[config.mk]
export PLATFORM = sky130hd
export DESIGN_NAME = serial_frame_tx
export DESIGN_NICKNAME = d
export VERILOG_FILES = /design/src/rtl/serial_link_pkg.sv /design/src/rtl/serial_bit_timer.sv /design/src/rtl/serial_frame_tx.sv
export SDC_FILE = /design/constraint.sdc
export NUM_CORES = 1
export LEC_CHECK = 0
export CAP_MARGIN = 20
export CORE_MARGIN = 5
export CORE_UTILIZATION = 41
export CTS_CLUSTER_SIZE = 10
export DETAILED_ROUTE_END_ITERATION = 6
export GPL_TIMING_DRIVEN = 0
export PLACE_DENSITY = 0.71
export SYNTH_ARGS = -nofsm -noshare
export SYNTH_HDL_FRONTEND = slang
export SYNTH_SLANG_ARGS = --single-unit
[constraint.sdc]
create_clock -name clk -period 1.6 [get_ports clk]
set_clock_uncertainty 0.2 [all_clocks]
set_input_delay 0.32 -clock clk [delete_from_list [all_inputs] [get_ports clk]]
set_output_delay 0.32 -clock clk [all_outputs]
set_load 0.02 [all_outputs]
[src/rtl/serial_link_pkg.sv]
// serial_link_pkg
//   Definitions shared by both ends of the single-wire serial link:
//   the frame-sequencer state encoding and the fixed line levels.
//   No ports (package).
package serial_link_pkg;

  typedef enum logic [2:0] {
    IDLE,
    START,
    DATA,
    PARITY,
    STOP
  } link_state_t;

  localparam logic START_BIT  = 1'b0;
  localparam logic STOP_BIT   = 1'b1;
  localparam logic IDLE_LEVEL = 1'b1;

endpackage

[src/rtl/serial_bit_timer.sv]
// serial_bit_timer
//   Divides the clock into serial bit periods of BIT_CYCLES clocks.
//   Ports:
//     clk      in   clock
//     rst      in   synchronous active-high reset
//     en       in   count while high; counter held at zero while low
//     bit_end  out  high on the last clock of each bit period
module serial_bit_timer #(
  parameter int BIT_CYCLES = 1
) (
  input  logic clk,
  input  logic rst,
  input  logic en,
  output logic bit_end
);

  localparam int CW = $clog2(BIT_CYCLES) + 1;
  localparam logic [CW-1:0] LAST_CYCLE = CW'(BIT_CYCLES - 1);

  logic [CW-1:0] cycle_cnt;

  always_ff @(posedge clk) begin
    if (rst || !en) begin
      cycle_cnt <= '0;
    end else if (cycle_cnt == LAST_CYCLE) begin
      cycle_cnt <= '0;
    end else begin
      cycle_cnt <= cycle_cnt + 1'b1;
    end
  end

  // With BIT_CYCLES=1 the counter sits at zero, so every enabled clock ends a bit.
  assign bit_end = en && (cycle_cnt == LAST_CYCLE);

endmodule

[src/rtl/serial_frame_tx.sv]
// serial_frame_tx
//   Parallel-in, serial-out framed transmitter. Frame on sout:
//   start(0), WIDTH data bits LSB first, optional even parity, stop(1),
//   each bit held for BIT_CYCLES clocks.
//   Ports:
//     clk       in   clock
//     rst       in   synchronous active-high reset (aborts any frame)
//     tx_data   in   word to send, sampled on the accept edge only
//     tx_valid  in   producer has a word
//     tx_ready  out  block can accept (IDLE and not in reset)
//     sout      out  registered serial line, idles high
//     busy      out  frame in progress (START..STOP)
//     done      out  one-cycle pulse on the first IDLE cycle after a frame
//
//   state  | meaning
//   IDLE   | line high, waiting for tx_valid
//   START  | driving the start bit
//   DATA   | shifting out data bits, LSB first
//   PARITY | driving the latched even-parity bit
//   STOP   | driving the stop bit
module serial_frame_tx #(
  parameter int WIDTH      = 8,
  parameter int BIT_CYCLES = 1,
  parameter int PARITY_EN  = 0
) (
  input  logic             clk,
  input  logic             rst,
  input  logic [WIDTH-1:0] tx_data,
  input  logic             tx_valid,
  output logic             tx_ready,
  output logic             sout,
  output logic             busy,
  output logic             done
);

  import serial_link_pkg::*;

  localparam int BCW = $clog2(WIDTH) + 1;
  localparam logic [BCW-1:0] LAST_BIT = BCW'(WIDTH - 1);

  link_state_t      state, state_nxt;
  logic [WIDTH-1:0] shift_reg, shift_nxt;
  logic [BCW-1:0]   bit_cnt, bit_cnt_nxt;
  logic             parity_q, parity_nxt;
  logic             sout_nxt;
  logic             done_nxt;
  logic             timer_en;
  logic             bit_end;

  assign timer_en = (state != IDLE);

  serial_bit_timer #(
    .BIT_CYCLES(BIT_CYCLES)
  ) u_bit_timer (
    .clk    (clk),
    .rst    (rst),
    .en     (timer_en),
    .bit_end(bit_end)
  );

  assign tx_ready = (state == IDLE) && !rst;
  assign busy     = (state != IDLE);

  always_ff @(posedge clk) begin
    if (rst) begin
      state     <= IDLE;
      shift_reg <= '0;
      bit_cnt   <= '0;
      parity_q  <= 1'b0;
      sout      <= IDLE_LEVEL;
      done      <= 1'b0;
    end else begin
      state     <= state_nxt;
      shift_reg <= shift_nxt;
      bit_cnt   <= bit_cnt_nxt;
      parity_q  <= parity_nxt;
      sout      <= sout_nxt;
      done      <= done_nxt;
    end
  end

  always_comb begin
    state_nxt   = state;
    shift_nxt   = shift_reg;
    bit_cnt_nxt = bit_cnt;
    parity_nxt  = parity_q;
    done_nxt    = 1'b0;
    case (state)
      IDLE: begin
        if (tx_valid && tx_ready) begin
          state_nxt  = START;
          shift_nxt  = tx_data;
          parity_nxt = ^tx_data;
        end
      end
      START: begin
        if (bit_end) begin
          state_nxt   = DATA;
          bit_cnt_nxt = '0;
        end
      end
      DATA: begin
        if (bit_end) begin
          shift_nxt = shift_reg >> 1;
          if (bit_cnt == LAST_BIT) begin
            state_nxt = (PARITY_EN != 0) ? PARITY : STOP;
          end else begin
            bit_cnt_nxt = bit_cnt + 1'b1;
          end
        end
      end
      PARITY: begin
        if (bit_end) begin
          state_nxt = STOP;
        end
      end
      STOP: begin
        if (bit_end) begin
          state_nxt = IDLE;
          done_nxt  = 1'b1;
        end
      end
      default: state_nxt = IDLE;
    endcase
  end

  // sout is registered, so it is decoded from the state being entered;
  // this puts the start bit on the wire the cycle right after accept.
  always_comb begin
    sout_nxt = IDLE_LEVEL;
    case (state_nxt)
      IDLE:    sout_nxt = IDLE_LEVEL;
      START:   sout_nxt = START_BIT;
      DATA:    sout_nxt = shift_nxt[0];
      PARITY:  sout_nxt = parity_nxt;
      STOP:    sout_nxt = STOP_BIT;
      default: sout_nxt = IDLE_LEVEL;
    endcase
  end

endmodule

* Word level (Yosys, flattened, before mapping) *
Cells that the tools add are included.

operators by class
  equal/unequal tests = 12
  bitwise logic cells = 2
  reductions and logical operators = 15
  multiplexer cells = 18
  add/subtract/negate cells = 2

operator list
  cell                   count
  $mux W3                6
  $mux W8                2
  $pmux W8 S2            1
  $pmux W3 S5            1
  $eq A3 B2 Y1 const B   4
  $mux W4                3
  $pmux W4 S2            1
  $reduce_xor A8 Y1      1
  $eq A3 B1 Y1 const B   2
  $ne A2 B2 Y1 const B   3
  $add A4 B1 Y4 const B  1
  $eq A4 B3 Y1 const B   1
  $reduce_and A4 Y1      1
  $reduce_bool A2 Y1     2
  $reduce_or A2 Y1       2
  $eq A3 B3 Y1 const B   1
  $logic_and A1 B1 Y1    3
  $logic_not A3 Y1       1
  $mux W1                3
  $pmux W1 S3            1
  $reduce_and A3 Y1      1
  $reduce_bool A3 Y1     1
  $logic_not A1 Y1       2
  $ne A2 B1 Y1 const B   1
  other kinds (3)        4

storage, ports and cells
  output and inout port bits = 4
  register bits after elaboration = 19
  bits of input ports = 11
  logic and storage cells = 57

* Logic depth before layout (Yosys ltp) *
  depth after elaboration = 7
  mapped depth = 7
  mapped depth without buffers = 6

* By module *
From an unflattened synthesis, not the netlist that was laid out.

second synthesis, totals
  cells, all modules = 105
  area, all modules = 964.7 um2

modules (own cells, without submodules)
  module            area each (um2)  seq. area each (um2)  instances  cells an instance
  serial_frame_tx   927.1            360.3                 1          102
  serial_bit_timer  37.5             20.0                  1          3

* Worst setup path after synthesis *
Ideal clock, no wire load.

  path type = register to register
  from = reg state[0]
  to = reg sout
  path slack = -0.131 ns
  clock period less this slack = 1.731 ns
  data arrival time = 1.417 ns
  data required time = 1.286 ns
  path buffers = 2
  stages on the path, launching flop included = 7
  library setup time = 0.114 ns
  path through = dfxtp_1 buf_4 nor4_4 and2_4 buf_6 nor2_1 a21o_1

on the way
  longest elaborated chain between the ends = 7
  elaborated cells on any way between the ends = 25
  classes of those cells = eq/ne (7); mux (13); reduce/logical (5)

RTL lines
  item                                          RTL line                text
  start: declaration                            serial_frame_tx.sv:41   link_state_t state, state_nxt;
  start signal: assignment                      serial_frame_tx.sv:73   state <= state_nxt;
  $logic_not A3 Y1 (*)                          serial_frame_tx.sv:61   assign tx_ready = (state == IDLE) && !rst;
  $logic_and A1 B1 Y1 (*)                       serial_frame_tx.sv:61
  net tx_ready                                  serial_frame_tx.sv:30   output logic tx_ready,
  $logic_and A1 B1 Y1 (*)                       serial_frame_tx.sv:90   if (tx_valid && tx_ready) begin
  $mux W3                                       serial_frame_tx.sv:90
  $pmux W3 S5                                   serial_frame_tx.sv:88   case (state)
  $eq A3 B2 Y1 or $eq A3 B1 Y1 (tied branches)  serial_frame_tx.sv:131  case (state_nxt)
  $pmux W1 S3 (*)                               serial_frame_tx.sv:131
  end signal: assignment                        serial_frame_tx.sv:77   sout <= sout_nxt;
  end: declaration                              serial_frame_tx.sv:31   output logic sout,

Mark *: on every way through the listed nets, which the timed path passes. The rest lies on a longest branch. The select of a mux whose other input is x is not followed.
A chain may end at the register's enable or synchronous reset.

* Final worst setup path *
  from = reg state[0]
  to = out busy

on the way
  longest elaborated chain between the ends = 1

RTL lines
  item                RTL line               text
  $reduce_bool A3 Y1  serial_frame_tx.sv:62  assign busy = (state != IDLE);
  end: declaration    serial_frame_tx.sv:32  output logic busy,

Every way passes these cells.

==> reports/results.ini <==
[outcome]
status = finished, violations left
violations = setup timing

[floorplanning]
num_rows = 17
initial_utilization = 0.436
io_pins = 15
die_area_um2 = 3470
die_h_um = 58.9
die_x_um = 58.9
coreArea_um2 = 2250

[critical_path]
criticalPathCategory = flip-flop to output pin
max_stage_delay_ns = 0.37
worstSetupEndpointType = output pin
worst-path-buf-inv = 2
r2r_slack_ns = -0.15
path_cells = buf_6 > or3_4 > buf_6
worstPathArrival_ns = 1.28
crit_slowest_cell = or3_4
path_max_fanout = 4
crit_family = simple AND/OR/NAND/NOR gates
cp.required_ns = 1.08
cp_common_cell = buf_6
critPathLaunchType = flip-flop

[logic_synthesis]
synth_seq_area_share = 0.387
synth_area_leader_cell = dfxtp_1
synth_top_cell_area_share = 0.387
avgSynthCellArea_um2 = 9.01
syn_area_um2 = 982
ys_types = 34
syn_inst = 109
synth_flop_cell = dfxtp_1
async_flop_share = 0
synth_area_leaders = dfxtp_1 39%, xnor2_1 7.1%, a21oi_1 6.1%, a22oi_1 5.4%, nand2_1 3.8%
synth_fp_nets = 121
synth.ff_latch_count = 19
yosysWarnings = 0
synth-edff-count = 0

[pwr]
p_switching_mw = 0.301
p_sw_frac = 0.292
leakage_nw = 0.537
power_frac_comb = 0.259
power_density_nw_per_um2 = 712
vdd_drop_max_mv = 0.474
p_int_mw = 0.730
total_power_mw = 1.03
p_clk_frac = 0.248
sequentialPowerShare = 0.494

[finish]
final_core_util = 0.642
fill_cells = 184
finalNetCount = 154
area_delta_synth_final_pct = 47.4
finalInstanceArea_um2 = 1450
largest_reg_flops = 8
antenna_cells = 0
mostFrequentLayoutCells = 13 x dfxtp_1, 13 x buf_4, 9 x buf_6, 9 x nand2_1, 9 x clkdlybuf4s50_1
drive_above_1_share = 0.426
multiInputGateArea_um2 = 664
seq_area_um2 = 395

[global_route]
antenna_found_initial = 0
grt_pass1_vias = 905
gr-usage-all-layers = 0.153
grt_overflow = 0
grt_start_max_net_pins = 11
grt_pass1_wl_um = 4030

[detailed_routing]
drc = 0
ant_nets = 0
drtIter0Drc = 16
wire_per_inst_um = 15.6
avgViaCountPerCell = 5.44
num_vias = 919
firstDrtPassIters = 4
totalWireLength_um = 2630

[clock_network]
clock-sinks = 19
cts_buffers = 3
ctsHoldBuffers = 0
insertion_delay_ns = 0.31
htree_levels = 1
cts_tree = built
clk_pin_slew_worst_paths_ns = 0.11
clockRootBuffer = clkbuf_4
cts.path.max_buffers = 2

[placement]
hpwl_um = 1560
portBuffers = 13
dpl-instance-area_um2 = 1150
place_congestion = 0.780
dp_slack_ns = -0.306

[sta]
setup_viol = 15
holdWs_ns = 0.122
fin_ws_ns = -0.200
fin_crit_ns = 1.80
period_share = 1.13
fmaxAchievable_mhz = 555
drv_slew = 0
rsz0062_at_grt = yes
finalHoldViolCount = 0

[min_path]
hp-class = input port to flip-flop

[flow_run]
maxCapViolCount = 0

synth_stat cells (all sizes together), types with 2 or more instances:
cell,n
a21oi,12
nor2b,3
a21o,3
and2,2
or3,3
buf,6
a22oi,7
o21ai,2
nand2,10
nor4,2
inv,3
nand3b,2
nor2,12
dfxtp,19
xnor2,8
per-layer routing:
metal | global-route usage | routed length, um | share of wire
met5 | 0 | 0 | 0
met1 | 0.186 | 1130 | 0.43
met2 | 0.248 | 1290 | 0.49
met4 | 0.0874 | 109 | 0.041
met3 | 0.0307 | 100 | 0.038
power by group through the flow:
| stage | logic (mW) | clock network, mW | registers (mW) |
|---|---|---|---|
| after floorplan | 0.133 | 0 | 0.519 |
| after global placement | 0.195 | 0 | 0.519 |
| after detailed placement | 0.198 | 0 | 0.520 |
| after CTS | 0.232 | 0.255 | 0.508 |
| after global routing | 0.285 | 0.282 | 0.511 |
| final | 0.267 | 0.256 | 0.509 |
final timing paths:
path / startpoint / end / depth (start not counted)
setup / recovery: state[0] / busy / 3
hold / removal: rst / state[2] / 2
setup reg to reg: state[1] / sout / 7
hold reg to reg: shift_reg[6] / shift_reg[6] / 2
per-stage QoR:
step                TNS (ns)  std cells
floorplan             -0.844        109
global route           -2.74        169
finish                 -1.64        169
global placement       -1.62        150
CTS                   -0.413        165
detailed placement     -2.14        150
cell families (layout without fill, tap and decap cells):
kind of cell,Yosys count,after routing,synth area share
compound gates,32,32,0.243
other cells,1,1,0.00382
fa+ha+maj,1,1,0.0127
flops,19,19,0.387
simple gates,38,38,0.214
xor+xnor,8,8,0.0713
buf+inv,10,42,0.0675
layout make-up:
cell class,count,share of cell area
buffer,5,0.0294
clock buffer,4,0.0182
inverter,3,0.00778
multi-input combinational,80,0.459
sequential,19,0.273
tap,28,0.0242
timing repair buffer,30,0.188
repair_timing:
action,CTS,global route
pin swaps,8,22
resized for setup,33,23
endpoints found under the setup margin,15,16
gates cloned,1,0
setup buffers,12,4
Note: power is estimated with default switching activity, not from simulation.
